$ cat src/rtl/instr_loader.sv
// Boot loader: assembles a big-endian byte stream into 32-bit words, writes them to
// instruction RAM from address 0, appends the halt word if missing, then releases the CPU.
module instr_loader #(
  parameter int unsigned ADDR_WIDTH = 9,
  parameter logic [31:0] HALT_WORD  = 32'hFFFF_FFFF
) (
  input  logic                  clk,
  input  logic                  reset,
  input  logic                  in_valid,
  output logic                  in_ready,
  input  logic [7:0]            in_byte,
  input  logic                  in_last,
  output logic                  ram_we,
  output logic [ADDR_WIDTH-1:0] ram_addr,
  output logic [31:0]           ram_wdata,
  output logic                  cpu_run,
  output logic [ADDR_WIDTH:0]   word_count,
  output logic                  error
);

  localparam int unsigned PTR_W = ADDR_WIDTH + 1;
  localparam logic [PTR_W-1:0] DEPTH = PTR_W'(2 ** ADDR_WIDTH);

  typedef enum logic [1:0] {
    S_LOAD   = 2'd0,
    S_APPEND = 2'd1,
    S_DONE   = 2'd2,
    S_ERROR  = 2'd3
  } state_e;

  state_e                state_q, state_d;
  logic [1:0]            cnt_q, cnt_d;
  logic [31:0]           asm_q, asm_d;
  logic [PTR_W-1:0]      wptr_q, wptr_d;
  logic                  we_q, we_d;
  logic [ADDR_WIDTH-1:0] addr_q, addr_d;
  logic [31:0]           wdata_q, wdata_d;
  logic                  err_q, err_d;
  logic                  in_ready_q, in_ready_d;
  logic                  run_q, run_d;

  logic                  xfer_c;
  logic [4:0]            shamt_c;
  logic [31:0]           word_c;
  logic                  complete_c;
  logic                  full_c;
  logic [PTR_W-1:0]      wptr_inc_c;

  // Byte k lands at bit 8*(3-k); 3-k equals ~k for a 2-bit counter.
  assign xfer_c     = in_valid && in_ready_q;
  assign shamt_c    = {~cnt_q, 3'b000};
  assign word_c     = asm_q | (32'(in_byte) << shamt_c);
  assign complete_c = xfer_c && ((cnt_q == 2'd3) || in_last);
  assign full_c     = (wptr_q == DEPTH);
  assign wptr_inc_c = wptr_q + PTR_W'(1);

  // State register
  always_ff @(posedge clk) begin
    if (reset) state_q <= S_LOAD;
    else       state_q <= state_d;
  end

  // Next-state logic
  always_comb begin
    state_d = state_q;
    unique case (state_q)
      S_LOAD: begin
        if (complete_c && full_c) begin
          state_d = S_ERROR;
        end else if (complete_c && in_last) begin
          if (word_c == HALT_WORD)       state_d = S_DONE;
          else if (wptr_inc_c == DEPTH)  state_d = S_ERROR;
          else                           state_d = S_APPEND;
        end
      end
      S_APPEND: state_d = S_DONE;
      S_DONE:   state_d = S_DONE;
      S_ERROR:  state_d = S_ERROR;
      default:  state_d = S_ERROR;
    endcase
  end

  // Datapath and output next values
  always_comb begin
    cnt_d      = cnt_q;
    asm_d      = asm_q;
    wptr_d     = wptr_q;
    we_d       = 1'b0;
    addr_d     = addr_q;
    wdata_d    = wdata_q;
    err_d      = err_q | (state_d == S_ERROR);
    in_ready_d = (state_d == S_LOAD);
    run_d      = (state_d == S_DONE);
    unique case (state_q)
      S_LOAD: begin
        if (complete_c) begin
          cnt_d = 2'd0;
          asm_d = 32'd0;
          // A completion with no free slot is dropped; the FSM goes to ERROR.
          if (!full_c) begin
            we_d    = 1'b1;
            addr_d  = wptr_q[ADDR_WIDTH-1:0];
            wdata_d = word_c;
            wptr_d  = wptr_inc_c;
          end
        end else if (xfer_c) begin
          cnt_d = cnt_q + 2'd1;
          asm_d = word_c;
        end
      end
      S_APPEND: begin
        we_d    = 1'b1;
        addr_d  = wptr_q[ADDR_WIDTH-1:0];
        wdata_d = HALT_WORD;
        wptr_d  = wptr_inc_c;
      end
      default: ;
    endcase
  end

  // Datapath and output registers
  always_ff @(posedge clk) begin
    if (reset) begin
      cnt_q      <= 2'd0;
      asm_q      <= 32'd0;
      wptr_q     <= '0;
      we_q       <= 1'b0;
      addr_q     <= '0;
      wdata_q    <= 32'd0;
      err_q      <= 1'b0;
      in_ready_q <= 1'b1;
      run_q      <= 1'b0;
    end else begin
      cnt_q      <= cnt_d;
      asm_q      <= asm_d;
      wptr_q     <= wptr_d;
      we_q       <= we_d;
      addr_q     <= addr_d;
      wdata_q    <= wdata_d;
      err_q      <= err_d;
      in_ready_q <= in_ready_d;
      run_q      <= run_d;
    end
  end

  assign in_ready   = in_ready_q;
  assign ram_we     = we_q;
  assign ram_addr   = addr_q;
  assign ram_wdata  = wdata_q;
  assign cpu_run    = run_q;
  assign word_count = wptr_q;
  assign error      = err_q;

endmodule

$ cat config.mk
export PLATFORM = sky130hd
export DESIGN_NAME = instr_loader
export DESIGN_NICKNAME = d
export VERILOG_FILES = /design/src/rtl/instr_loader.sv
export SDC_FILE = /design/constraint.sdc
export NUM_CORES = 1
export LEC_CHECK = 0
export ABC_CLOCK_PERIOD_IN_PS = 4300
export BUFFER_PORTS_ARGS = -buffer_cell sky130_fd_sc_hd__buf_2
export CAP_MARGIN = 10
export CORE_MARGIN = 2
export CORE_UTILIZATION = 37
export DETAILED_ROUTE_END_ITERATION = 10
export SKIP_LAST_GASP = 1
export SLEW_MARGIN = 20
export SYNTH_ARGS = -nofsm -noshare
export SYNTH_HDL_FRONTEND = slang
export SYNTH_SLANG_ARGS = --single-unit
export TNS_END_PERCENT = 10
$ cat constraint.sdc
create_clock -name clk -period 4.3 [get_ports clk]
set_input_delay 0.43 -clock clk [delete_from_list [all_inputs] [get_ports clk]]
set_output_delay 0.43 -clock clk [all_outputs]
set_load 0.01 [all_outputs]
# Word level (Yosys, flattened, before mapping)
# Cells that the tools add are included.
word_totals:
  register_bits: 91
  in_bits: 12
op_classes:
  addsub: 2
  eq_ne: 11
  shifts: 1
  mux: 21
  bitwise_logic: 3
  reduce_logical: 12
op_table:
  columns: ["operator", "n"]
  rows:
  - ["32-bit two-way mux", 4]
  - ["32-bit one-hot mux with 2 select lines", 1]
  - ["32-bit equality test, second input constant", 1]
  - ["32-bit OR", 1]
  - ["8-bit by 5-bit left shift with 32-bit output", 1]
  - ["10-bit equality test, second input constant", 2]
  - ["10-bit two-way mux", 2]
  - ["10-bit one-hot mux with 2 select lines", 1]
  - ["9-bit two-way mux", 2]
  - ["9-bit one-hot mux with 2 select lines", 1]
  - ["2-bit two-way mux", 6]
  - ["10-bit by 1-bit adder with 10-bit output, second input constant", 1]
  - ["2-bit equality test, second input constant", 5]
  - ["2-bit one-hot mux with 3 select lines", 1]
  - ["1-bit logical AND", 4]
  - ["2-bit zero test", 2]
  - ["2-bit inequality test, second input constant", 2]
  - ["2-bit nonzero test", 2]
  - ["3-bit AND reduction", 1]
  - ["2-bit by 1-bit adder with 2-bit output, second input constant", 1]
  - ["2-bit by 1-bit equality test with 1-bit output, second input constant", 1]
  - ["1-bit two-way mux", 2]
  - ["2-bit NOT", 1]
  - ["1-bit one-hot mux with 2 select lines", 1]
  - ["other kinds (4)", 4]

# Logic depth before layout (Yosys ltp)
# Gate-level depths: netlist of the first run.
depth:
  depth_word: 10
  ltp_mapped: 9
  mapped_depth_nobuf: 7

# Worst setup path after synthesis of the first run
# No wires, ideal clock.
synth_timing:
  path_type: "reg-to-reg"
  from: "reg wptr_q[0] (netlist: word_count[0])"
  to: "reg wptr_q[7] (netlist: word_count[7])"
  arrival_time_ns: 1.813
  required_time_ns: 4.172
  slack_ns: 2.360
  path_stages_with_launch: 8
  n_path_buf: 0
  synth_period_minus_slack_ns: 1.940
  path_cell_list: "dfxtp_1 > inv_1 > ha_1 > nor2b_2 > a311o_4 > a2111oi_4 > xnor2_1 > nor2_1"
synth_between:
  elab_chain_len: 4
  elab_cells_between_ends: 7
synth_rtl:
  columns: ["element", "line_no", "source"]
  rows:
  - ["from (decl)", "34", "logic [PTR_W-1:0] wptr_q, wptr_d;"]
  - ["from (signal assigned)", "136", "wptr_q <= wptr_d;"]
  - ["10-bit by 1-bit adder with 10-bit output", "55", "assign wptr_inc_c = wptr_q + PTR_W'(1);"]
  - ["10-bit two-way mux", "100", "if (!full_c) begin"]
  - ["10-bit two-way mux", "96", "if (complete_c) begin"]
  - ["10-bit one-hot mux with 2 select lines", "94", "unique case (state_q)"]
# Several ways; a longest one is shown, not always the timed one. The select of a mux whose other input is x is not followed.
# A chain may end at the register's enable or synchronous reset.

# Worst setup path after layout of the first run
layout_timing:
  from: "reg cnt_q[0]"
  to: "reg addr_q[1] (netlist: ram_addr[1])"
layout_between:
  elab_chain_len: 5
layout_rtl:
  columns: ["element", "line_no", "source"]
  rows:
  - ["from (decl)", "32", "logic [1:0] cnt_q, cnt_d;"]
  - ["from (signal assigned)", "134", "cnt_q <= cnt_d;"]
  - ["2-bit equality test", "53", "assign complete_c = xfer_c && ((cnt_q == 2'd3) || in_last);"]
  - ["1-bit logical OR", "53", null]
  - ["1-bit logical AND", "53", null]
  - ["2-bit inequality test (no line)", null, null]
  - ["3-bit AND reduction (no line)", null, null]
  - ["to (signal assigned)", "138", "addr_q <= addr_d;"]
  - ["to (decl)", "36", "logic [ADDR_WIDTH-1:0] addr_q, addr_d;"]
# No other way between the ends.

==> results of run 1 <==
sequential cells by signal, indices dropped and copies added, names as in the netlist:
| name | count |
|---|---|
| word_count | 10 |
| ram_we | 1 |
| error | 1 |
| asm_q | 32 |
| cnt_q | 2 |
| in_ready | 1 |
| ram_wdata | 32 |
| state_q | 2 |
| cpu_run | 1 |
| ram_addr | 9 |
cells in the final DEF (no fill, tap or decap), types with 2 or more instances in the layout:
cell,count
nand3_1,6
nor3_1,4
buf_2,66
inv_1,6
a21oi_1,72
nand2_1,73
nor3b_1,2
and4_1,2
and4b_1,3
o22ai_1,2
nor4bb_1,2
nand4_1,8
nor2_2,3
nor2_1,48
a22oi_1,33
nor2b_2,2
clkbuf_8,10
a211oi_1,5
nor2b_1,2
a2111oi_0,2
o21ai_0,34
dfxtp_1,91
buf_4,4
or3_1,3
a31oi_1,10
bufinv_16,2
o211a_1,3
and2_1,3
ha_1,3
xor2_1,2
o22a_1,2
o211ai_1,3
inv_6,2
xnor2_1,6
nand4b_1,2
nand2b_1,5
layer usage:
metal	global-route usage (%)	vias up	wire length, um
met5	0	-	0
met4	6.148	0	163
met3	4.386	12	518
met2	33.09	97	5570
met1	22.60	1780	4810
li1	-	1868	-
power by group:
group / switching (W) / internal [W] / total (W)
Combinational: 0.000140 / 0.0000752 / 0.000215
Sequential: 0.0000291 / 0.000882 / 0.000911
Clock: 0.000309 / 0.000344 / 0.000653
Total: 0.000478 / 0.00130 / 0.00178
metrics by stage:
step,instance area (um^2),cells,util (%),setup slack (ns)
after CTS,4701,685,43.17,1.490
after global placement,4478,670,41.13,1.596
after global routing,4701,685,43.17,1.220
after detailed placement,4478,670,41.13,1.523
final,4701,685,43.17,1.528
after floorplan,4149,505,-,2.360
path summary, 6_finish.rpt:
| path | cells after the start | from | to |
|---|---|---|---|
| max | 7 | cnt_q[0] | ram_addr[1] |
| min | 2 | ram_addr[7] | ram_addr[7] |
| max reg2reg | 7 | cnt_q[0] | ram_addr[1] |
| min reg2reg | 2 | ram_addr[7] | ram_addr[7] |
kinds of logic (layout without fill, tap and decap cells):
logic type	after synthesis	count (layout)	synth area share (%)
simple gates	175	175	20.84
buf+inv	51	91	5.941
compound gates	177	177	26.72
flops	91	91	43.91
fa+ha+maj	3	3	0.9048
xor+xnor	8	8	1.689
critical path: cells and delay by family, from the launching register on:
kind	cells	cell delay (ns)
fa+ha+maj	1	0.33
buf+inv	1	0.48
compound gates	3	0.46
flops	1	0.91
simple gates	2	0.44
cell type report:
class	count	area (um^2)	area share, %
clock inverter	5	85.08	1.810
tap	140	175.2	3.726
inverter	6	22.52	0.4791
multi-input combinational	363	2098	44.64
timing repair buffer	70	360.3	7.666
sequential	91	1822	38.75
clock buffer	10	137.6	2.928
==> impl_metrics.py, run 1 <==
metrics = {
    "critical_path": {
        "crit_required_ns": 4.53,
        "max_stage_delay_ns": 0.91,
        "ff2ff_setup_slack_ns": 1.53,
        "critPathSlowestCell": "dfxtp_1",
        "worstSetupEndpointType": "flop",
        "path_class": "reg2reg",
        "crit_fanout": 66,
        "crit_chain": "ha_1 -> o211ai_2 -> a311oi_4 -> buf_4 -> nor2_1 -> nand2_1 -> a21oi_1",
        "startpoint_type": "flop",
        "worst_ep_arrival_time_ns": 3.00,
    },
    "synth": {
        "synthMostInstantiatedCell": "dfxtp_1",
        "synth_edf_count": 0,
        "yosys-top-cells-area": "dfxtp_1 (44%), a21oi_1 (8.7%), nand2_1 (6.6%)",
        "synth_async_sr_flop_share_pct": 0,
        "synthesis.nets": 520,
        "synth-seq-cells": 91,
        "synth.top_cell.area_share_pct": 43.91,
        "syn_inst": 505,
        "synth.largest_area_cell": "dfxtp_1",
        "ys_types": 54,
        "synth_commonest_cells": "dfxtp_1 (91), nand2_1 (73), a21oi_1 (72)",
        "synthFlopType": "dfxtp_1",
        "syn_area_per_cell_um2": 8.216,
        "ys_seq_area_share_pct": 43.91,
        "synth_area_um2": 4149,
        "yosys_warnings": 0,
    },
    "timing": {
        "drv_slew": 0,
        "rsz0062_at_grt": "no",
        "slew_headroom_pct": 40.88,
        "hold_ws_ns": 0.4578,
        "period_minus_slack_ns": 2.772,
        "tightest_slew_ns": 0.8856,
        "fmax_ghz": 0.3607,
        "min_period_over_period_pct": 64.47,
        "setup_viol": 0,
        "final_hold_viol_count": 0,
        "fin_skew_ns": 0.007445,
        "fin_setup_tns_ns": 0,
    },
    "global_route": {
        "antenna_found_initial": 0,
        "grt_pass1_wl_um": 17690,
        "grt_use_total_pct": 18.87,
        "grt_overflow": 0,
        "grt_start_max_net_pins": 68,
        "grt_pass1_vias": 3519,
    },
    "placed_design": {
        "gp_congestion": 0.8272,
        "hpwlAfterDp_um": 7556,
        "portBuffers": 66,
    },
    "power_and_ir_drop": {
        "ir_worst_vdd_mv": 0.2022,
        "p_total_w": 0.001779,
        "p_per_area_nw_per_um2": 378.4,
        "leakagePower_nw": 1.751,
    },
    "finish": {
        "diodes": 0,
        "layout-drive-gt1-share_pct": 18.17,
        "area_growth_pct": 13.30,
        "num-fill-cells": 1104,
        "nNetsFinal": 556,
    },
    "routing": {
        "drtIter0Drc": 238,
        "antenna_left": 0,
        "dr.pass1.iters": 5,
        "drt_wl_total_um": 11060,
        "wl_per_cell_um": 16.15,
        "viasPerCell": 5.485,
        "num_vias": 3757,
        "drc": 0,
    },
    "clock_network": {
        "htreeDepth": 3,
        "cts-root-buf": "clkbuf_8",
        "clock_sinks": 91,
        "cts_buffer_depth": 2,
        "tritoncts": "done",
        "cts_buffers": 9,
        "clk_latency_ns": 0.37,
        "cts_setup_buffers": 0,
        "hold_buffers": 0,
        "cts_resized": 0,
        "clkTransAtPathRegs_ns": 0.09,
    },
    "die": {
        "fp.coreArea_um2": 10890,
        "fp.dieW_um": 109.9,
        "row_count": 38,
        "start_util_pct": 38.11,
        "pin_count": 67,
        "chipHeight_um": 109.9,
        "dieArea_um2": 12080,
    },
    "job": {
        "maxCapViolCount": 0,
    },
    "status": {
        "status": "complete, no violations",
    },
    "min_path": {
        "worstHoldPathType": "reg2reg",
    },
}
(Power assumes the default switching activity.)
==> run 2: changes to the inputs <==
--- a/config.mk
+++ b/config.mk
@@ -5,7 +5,7 @@
 export SDC_FILE = /design/constraint.sdc
 export NUM_CORES = 1
 export LEC_CHECK = 0
-export ABC_CLOCK_PERIOD_IN_PS = 4300
+export ABC_CLOCK_PERIOD_IN_PS = 2600
 export BUFFER_PORTS_ARGS = -buffer_cell sky130_fd_sc_hd__buf_2
 export CAP_MARGIN = 10
 export CORE_MARGIN = 2
==> constraint.sdc (replaced) <==
create_clock -name clk -period 2.6 [get_ports clk]
set_input_delay 0.26 -clock clk [delete_from_list [all_inputs] [get_ports clk]]
set_output_delay 0.26 -clock clk [all_outputs]
set_load 0.01 [all_outputs]
==> run 2 against run 1 <==
Effect of this change:
- largest cell class unchanged
- sequential share of layout area is 0.34 points lower
- combinational power increased by 74%
- maximum frequency up 18%
- critical endpoint is now error
- register-to-register slack lost 1.3 ns
- clock skew grew 0.0034 ns
- global-route usage rose by 0.25 points
- flip-flop and latch count unchanged
==> impl_metrics.py, run 2 (same netlist as run 1, synthesis figures left out) <==
metrics = {
    "status": {
        "status": "complete, no violations",
    },
    "clock_network": {
        "clock_sinks": 91,
        "cts_setup_buffers": 0,
        "htreeDepth": 3,
        "cts_buffers": 9,
        "cts_resized": 0,
        "clkTransAtPathRegs_ns": 0.09,
        "cts-root-buf": "clkbuf_8",
        "tritoncts": "done",
        "cts_buffer_depth": 2,
        "hold_buffers": 0,
        "clk_latency_ns": 0.37,
    },
    "timing": {
        "setup_viol": 0,
        "slew_headroom_pct": 53.28,
        "hold_ws_ns": 0.3088,
        "min_period_over_period_pct": 90.30,
        "rsz0062_at_grt": "no",
        "period_minus_slack_ns": 2.348,
        "fin_setup_tns_ns": 0,
        "fmax_ghz": 0.4259,
        "tightest_slew_ns": 0.7007,
        "final_hold_viol_count": 0,
        "drv_slew": 0,
        "fin_skew_ns": 0.01080,
        "setup_ws_ns": 0.2522,
    },
    "global_route": {
        "grt_use_total_pct": 19.12,
        "grt_overflow": 0,
        "grt_pass1_vias": 3523,
        "grt_start_max_net_pins": 67,
        "grt_pass1_wl_um": 17880,
        "grt_busiest_layer": "met2",
        "use_met3_pct": 4.327,
        "antenna_found_initial": 0,
        "grtUsageMet1_pct": 23.24,
        "met2_usage_pct": 32.47,
    },
    "die": {
        "chipHeight_um": 109.9,
        "fp.coreArea_um2": 10890,
        "fp.dieW_um": 109.9,
        "start_util_pct": 38.11,
        "dieArea_um2": 12080,
        "pin_count": 67,
        "row_count": 38,
    },
    "routing": {
        "viasPerCell": 5.506,
        "num_vias": 3799,
        "wl_per_cell_um": 15.85,
        "antenna_left": 0,
        "drc": 0,
        "drt_wl_total_um": 10940,
        "drtIter0Drc": 276,
        "dr.pass1.iters": 4,
    },
    "critical_path": {
        "crit_required_ns": 2.82,
        "worst_ep_arrival_time_ns": 2.57,
        "max_stage_delay_ns": 0.63,
        "crit_fanout": 15,
        "startpoint_type": "flop",
        "path_class": "reg2reg",
        "crit_chain": "nand2b_1 -> o211a_1 -> a2111oi_0 -> and4b_1 -> o32ai_1",
        "reg2reg_depth": 5,
        "critPathSlowestCell": "dfxtp_1",
        "worstSetupEndpointType": "flop",
    },
    "power_and_ir_drop": {
        "leakagePower_nw": 1.774,
        "p_per_area_nw_per_um2": 613.3,
        "ir_worst_vdd_mv": 0.4168,
    },
    "placed_design": {
        "hpwlAfterDp_um": 7575,
        "gp_congestion": 0.7993,
        "pre_cts_ws_ns": 0.3627,
        "placed_cell_area_um2": 4533,
        "portBuffers": 66,
    },
    "finish": {
        "mostFrequentLayoutCell": "dfxtp_1",
        "area_growth_pct": 14.29,
        "nNetsFinal": 560,
        "finalInstanceArea_um2": 4742,
        "diodes": 0,
        "final_cell_mix": "dfxtp_1 (91), nand2_1 (73), a21oi_1 (72)",
        "layout-drive-gt1-share_pct": 18.55,
    },
    "job": {
        "maxCapViolCount": 0,
    },
    "min_path": {
        "worstHoldPathType": "in2reg",
        "hold_depth": 3,
    },
}
==> run 2: cell count changes in the layout (fill, tap and decap cells not counted) <==
cell and change:
clkbuf_8 -1, clkbuf_1 +2, buf_12 +2, clkinv_2 +2, inv_6 -2, buf_4 +2
==> run 2: final cells by class <==
class / count / area (um^2)
fill: 1129 / 6146
multi-input combinational: 363 / 2098
sequential: 91 / 1822
timing repair buffer: 74 / 415.4
tap: 140 / 175.2
clock buffer: 11 / 131.4
clock inverter: 5 / 77.57
inverter: 6 / 22.52
==> run 2: per-stage QoR <==
step                std cells  power [W]  util, %
floorplan                 505   0.001783        -
global placement          674   0.001904    41.63
detailed placement        674   0.001910    41.63
CTS                       690   0.002941    43.55
global route              690   0.003040    43.55
finish                    690   0.002908    43.55
==> run 2: worst paths after layout <==
| check | startpoint | endpoint | slack (ns) |
|---|---|---|---|
| setup / recovery | cnt_q[1] | error | 0.25 |
| hold / removal | in_last | in_ready | 0.31 |
| setup reg to reg | cnt_q[1] | error | 0.25 |
| hold reg to reg | ram_addr[6] | ram_addr[6] | 0.45 |
==> run 2: critical path: cells and delay by family, from the launching register on <==
family | cells | cell delay [ns]
compound gates | 3 | 0.93
simple gates | 2 | 0.64
flops | 1 | 0.63
==> run 2: power breakdown <==
| part | switching [W] | internal, W | total [W] |
|---|---|---|---|
| Sequential | 0.0000423 | 0.00146 | 0.00150 |
| Combinational | 0.000241 | 0.000133 | 0.000374 |
| Clock | 0.000495 | 0.000539 | 0.00103 |
==> run 2: per-layer routing <==
| metal | vias up | share of wire (%) |
|---|---|---|
| met3 | 13 | 5.1 |
| met5 | - | 0 |
| met2 | 99 | 48 |
| met1 | 1799 | 45 |
| met4 | 0 | 1.9 |
| li1 | 1888 | - |
==> run 3: changes to the inputs <==
--- a/config.mk
+++ b/config.mk
@@ -5,12 +5,13 @@
 export SDC_FILE = /design/constraint.sdc
 export NUM_CORES = 1
 export LEC_CHECK = 0
+export ABC_AREA = 1
 export ABC_CLOCK_PERIOD_IN_PS = 2600
-export BUFFER_PORTS_ARGS = -buffer_cell sky130_fd_sc_hd__buf_2
 export CAP_MARGIN = 10
 export CORE_MARGIN = 2
 export CORE_UTILIZATION = 37
 export DETAILED_ROUTE_END_ITERATION = 10
+export DONT_BUFFER_PORTS = 1
 export SKIP_LAST_GASP = 1
 export SLEW_MARGIN = 20
 export SYNTH_ARGS = -nofsm -noshare
==> run 3 against run 2 <==
Effect of this change:
- non-clock buffer count down 65
- clock power increased by 16%
- combinational power rose by 120%
- critical endpoint is now ram_wdata[6]
- count of clock-buffer cells in the layout did not move
- worst setup slack better by 0.16 ns
- die area grew 0.84%
- maximum frequency grew 7.3%
==> impl_metrics.py, run 3 <==
metrics = {
    "min_path": {
        "worstHoldPathType": "in2reg",
        "hold_depth": 3,
        "min_from": "in_last",
        "min_to": "cnt_q[1]",
    },
    "job": {
        "maxCapViolCount": 0,
    },
    "timing": {
        "setup_viol": 0,
        "fin_skew_ns": 0.009142,
        "slew_headroom_pct": 61.55,
        "fin_setup_tns_ns": 0,
        "tightest_slew_ns": 0.5731,
        "final_hold_viol_count": 0,
        "drv_slew": 0,
        "setup_ws_ns": 0.4112,
        "rsz0062_at_grt": "no",
        "period_minus_slack_ns": 2.189,
        "min_period_over_period_pct": 84.18,
        "fmax_ghz": 0.4569,
    },
    "power_and_ir_drop": {
        "power_frac_seq_pct": 47.7,
        "leakagePower_nw": 1.746,
        "combPwrFrac_pct": 21.5,
        "p_per_area_nw_per_um2": 856.9,
        "switching_share_pct": 35.51,
        "ir_worst_vdd_mv": 0.4724,
        "internal_power_w": 0.002489,
        "p_total_w": 0.003860,
        "p_clk_share_pct": 30.8,
        "p_sw_w": 0.001371,
    },
    "die": {
        "chipHeight_um": 110.4,
        "start_util_pct": 38.27,
        "row_count": 38,
        "pin_count": 67,
        "fp.coreArea_um2": 10940,
        "dieArea_um2": 12180,
        "fp.dieW_um": 110.4,
    },
    "synth": {
        "synth_area_um2": 4185,
        "synthMostInstantiatedCell": "nand2_1",
        "ys_seq_area_share_pct": 43.53,
        "synth_edf_count": 0,
        "synth.largest_area_cell": "dfxtp_1",
        "synth-compound-area-share_pct": 19.52,
        "synth_async_sr_flop_share_pct": 0,
        "syn_inst": 593,
        "synthAdderAreaFrac_pct": 0.8969,
        "yosys_warnings": 0,
        "syn_area_per_cell_um2": 7.058,
        "ys_types": 28,
        "synthesis.nets": 608,
        "synth_commonest_cells": "nand2_1 (174), a21oi_1 (107), dfxtp_1 (91)",
        "yosys.area_share.xor_xnor_pct": 0.2093,
        "synth.top_cell.area_share_pct": 43.53,
        "yosys.area_share.simple_pct": 26.31,
        "synth.area.mux_share_pct": 0,
        "synth_top_family_by_area": "simple AND/OR/NAND/NOR gates",
        "synth-seq-cells": 91,
        "synthFlopType": "dfxtp_1",
        "yosys-top-cells-area": "dfxtp_1 (44%), nand2_1 (16%), a21oi_1 (13%)",
    },
    "critical_path": {
        "r2r-end": "ram_wdata[6]",
        "startpoint_type": "flop",
        "crit_buf_inv": 3,
        "crit_fanout": 24,
        "rr_startpoint": "word_count[1]",
        "critPathSlowestCell": "dfxtp_1",
        "crit_family": "simple AND/OR/NAND/NOR gates",
        "worst_ep_arrival_time_ns": 2.46,
        "worstSetupEndpointType": "flop",
        "reg2reg_depth": 10,
        "ff2ff_setup_slack_ns": 0.41,
        "crit_required_ns": 2.87,
        "path_class": "reg2reg",
        "crit_chain": "inv_1 -> ha_1 -> nand3_1 -> nor3_2 -> nand3b_1 -> inv_2 -> nor2_4 -> buf_4 -> nand2_1 -> a21oi_1",
        "max_stage_delay_ns": 0.39,
    },
    "routing": {
        "num_vias": 3680,
        "wl_per_cell_um": 14.88,
        "dr.pass1.iters": 4,
        "drtIter0Drc": 187,
        "drc": 0,
        "antenna_left": 0,
        "viasPerCell": 5.076,
        "drt_wl_total_um": 10790,
    },
    "clock_network": {
        "clk_latency_ns": 0.35,
        "cts_buffers": 9,
        "cts-root-buf": "clkbuf_16",
        "htreeDepth": 3,
        "clock_sinks": 91,
        "tritoncts": "done",
        "cts_buffer_depth": 2,
        "clkTransAtPathRegs_ns": 0.07,
    },
    "placed_design": {
        "portBuffers": 0,
        "placedCellCount": 709,
        "hpwlAfterDp_um": 7365,
        "pre_cts_ws_ns": 0.4087,
        "gp_congestion": 0.9238,
    },
    "finish": {
        "layout-drive-gt1-share_pct": 8.718,
        "nNetsFinal": 596,
        "mostFrequentLayoutCell": "nand2_1",
        "final_cell_mix": "nand2_1 (174), a21oi_1 (107), dfxtp_1 (91)",
        "area_growth_pct": 7.623,
        "diodes": 0,
        "stdcell_count": 725,
    },
    "global_route": {
        "antenna_found_initial": 0,
        "grt_pass1_vias": 3433,
        "grt_pass1_wl_um": 17340,
        "grt_overflow": 0,
        "grt_start_max_net_pins": 39,
        "grt_use_total_pct": 18.39,
    },
    "status": {
        "status": "complete, no violations",
    },
}
## run 3: cell types whose count changed after synthesis, sizes merged, moves of 6 or more
cell	delta
nand4	-7
inv	+46
nand2b	-6
nand2	+107
nor2	-9
a21oi	+35
xnor2	-6
o21ai	-7
a31oi	-10
a22oi	-33
nand3	+32
o21bai	+12
buf	-10
## run 3: final cells by class
| cell class | instances | area (um^2) |
|---|---|---|
| fillers | 1126 | 6431 |
| multi-input cells | 417 | 1967 |
| flip-flops and latches | 91 | 1822 |
| clock buffers | 11 | 232.7 |
| inverters | 53 | 198.9 |
| well taps | 140 | 175.2 |
| repair buffers | 9 | 80.08 |
| clock inverters | 4 | 28.78 |
## run 3: timing repair
| item | CTS | global route |
|---|---|---|
| hold buffers | 1 | 0 |
| buffers inserted | 0 | 0 |
| resized for setup | 0 | 0 |
| hold endpoints to repair | 38 | 0 |
## run 3: power by group through the flow
stage                     Clock [W]  Sequential (W)  Combinational (W)
after global placement            0         0.00188           0.000799
after floorplan                   0         0.00182           0.000697
after detailed placement          0         0.00188           0.000819
after global routing        0.00126         0.00187           0.000947
final                       0.00119         0.00184           0.000828
after CTS                   0.00121         0.00185           0.000836
## run 3: worst max-delay path by stage
stage / start / to / slack [ns] / cells after the start
floorplan: word_count[0] / word_count[2] / 0.94 / 12
global placement: word_count[1] / ram_wdata[16] / 0.53 / 10
detailed placement: word_count[1] / ram_wdata[6] / 0.41 / 10
CTS: word_count[1] / ram_wdata[6] / 0.38 / 10
global route: word_count[1] / ram_addr[4] / 0.18 / 10
finish: word_count[1] / ram_wdata[6] / 0.41 / 10
## run 3: per-stage QoR
| stage | instance area (um^2) | hold WS [ns] | util [%] |
|---|---|---|---|
| 2_1_floorplan | 4185 | 0.4351 | - |
| 3_3_place_gp | 4223 | 0.3382 | 38.62 |
| 3_5_place_dp | 4223 | 0.3394 | 38.62 |
| 4_1_cts | 4504 | 0.09515 | 41.19 |
| 5_1_grt | 4504 | 0.1378 | 41.19 |
| 6_report | 4504 | 0.09647 | 41.19 |
## run 3: logic make-up (layout without fill, tap and decap cells)
logic type                 Yosys count  in the layout
AOI/OAI and AO/OA                  148            148
DFF                                 91             91
and+or+nand+nor                    265            265
adders and majority gates            3              3
xor gates and xnor gates             1              1
buffers and inverters               85             77
## run 3: layer usage
| metal | vias up | wire length [um] | track usage [%] |
|---|---|---|---|
| met5 | - | 0 | 0 |
| met4 | 0 | 112 | 5.446 |
| met3 | 8 | 800 | 5.761 |
| met2 | 83 | 4804 | 28.13 |
| met1 | 1693 | 5069 | 24.88 |
| li1 | 1896 | - | - |
## run 3: worst register-to-register path: stages (launching register included)
cell,delay (ns)
dfxtp_1,0.39
inv_1,0.14
ha_1,0.16
nand3_1,0.09
nor3_2,0.25
nand3b_1,0.16
inv_2,0.05
nor2_4,0.28
buf_4,0.35
nand2_1,0.10
a21oi_1,0.15
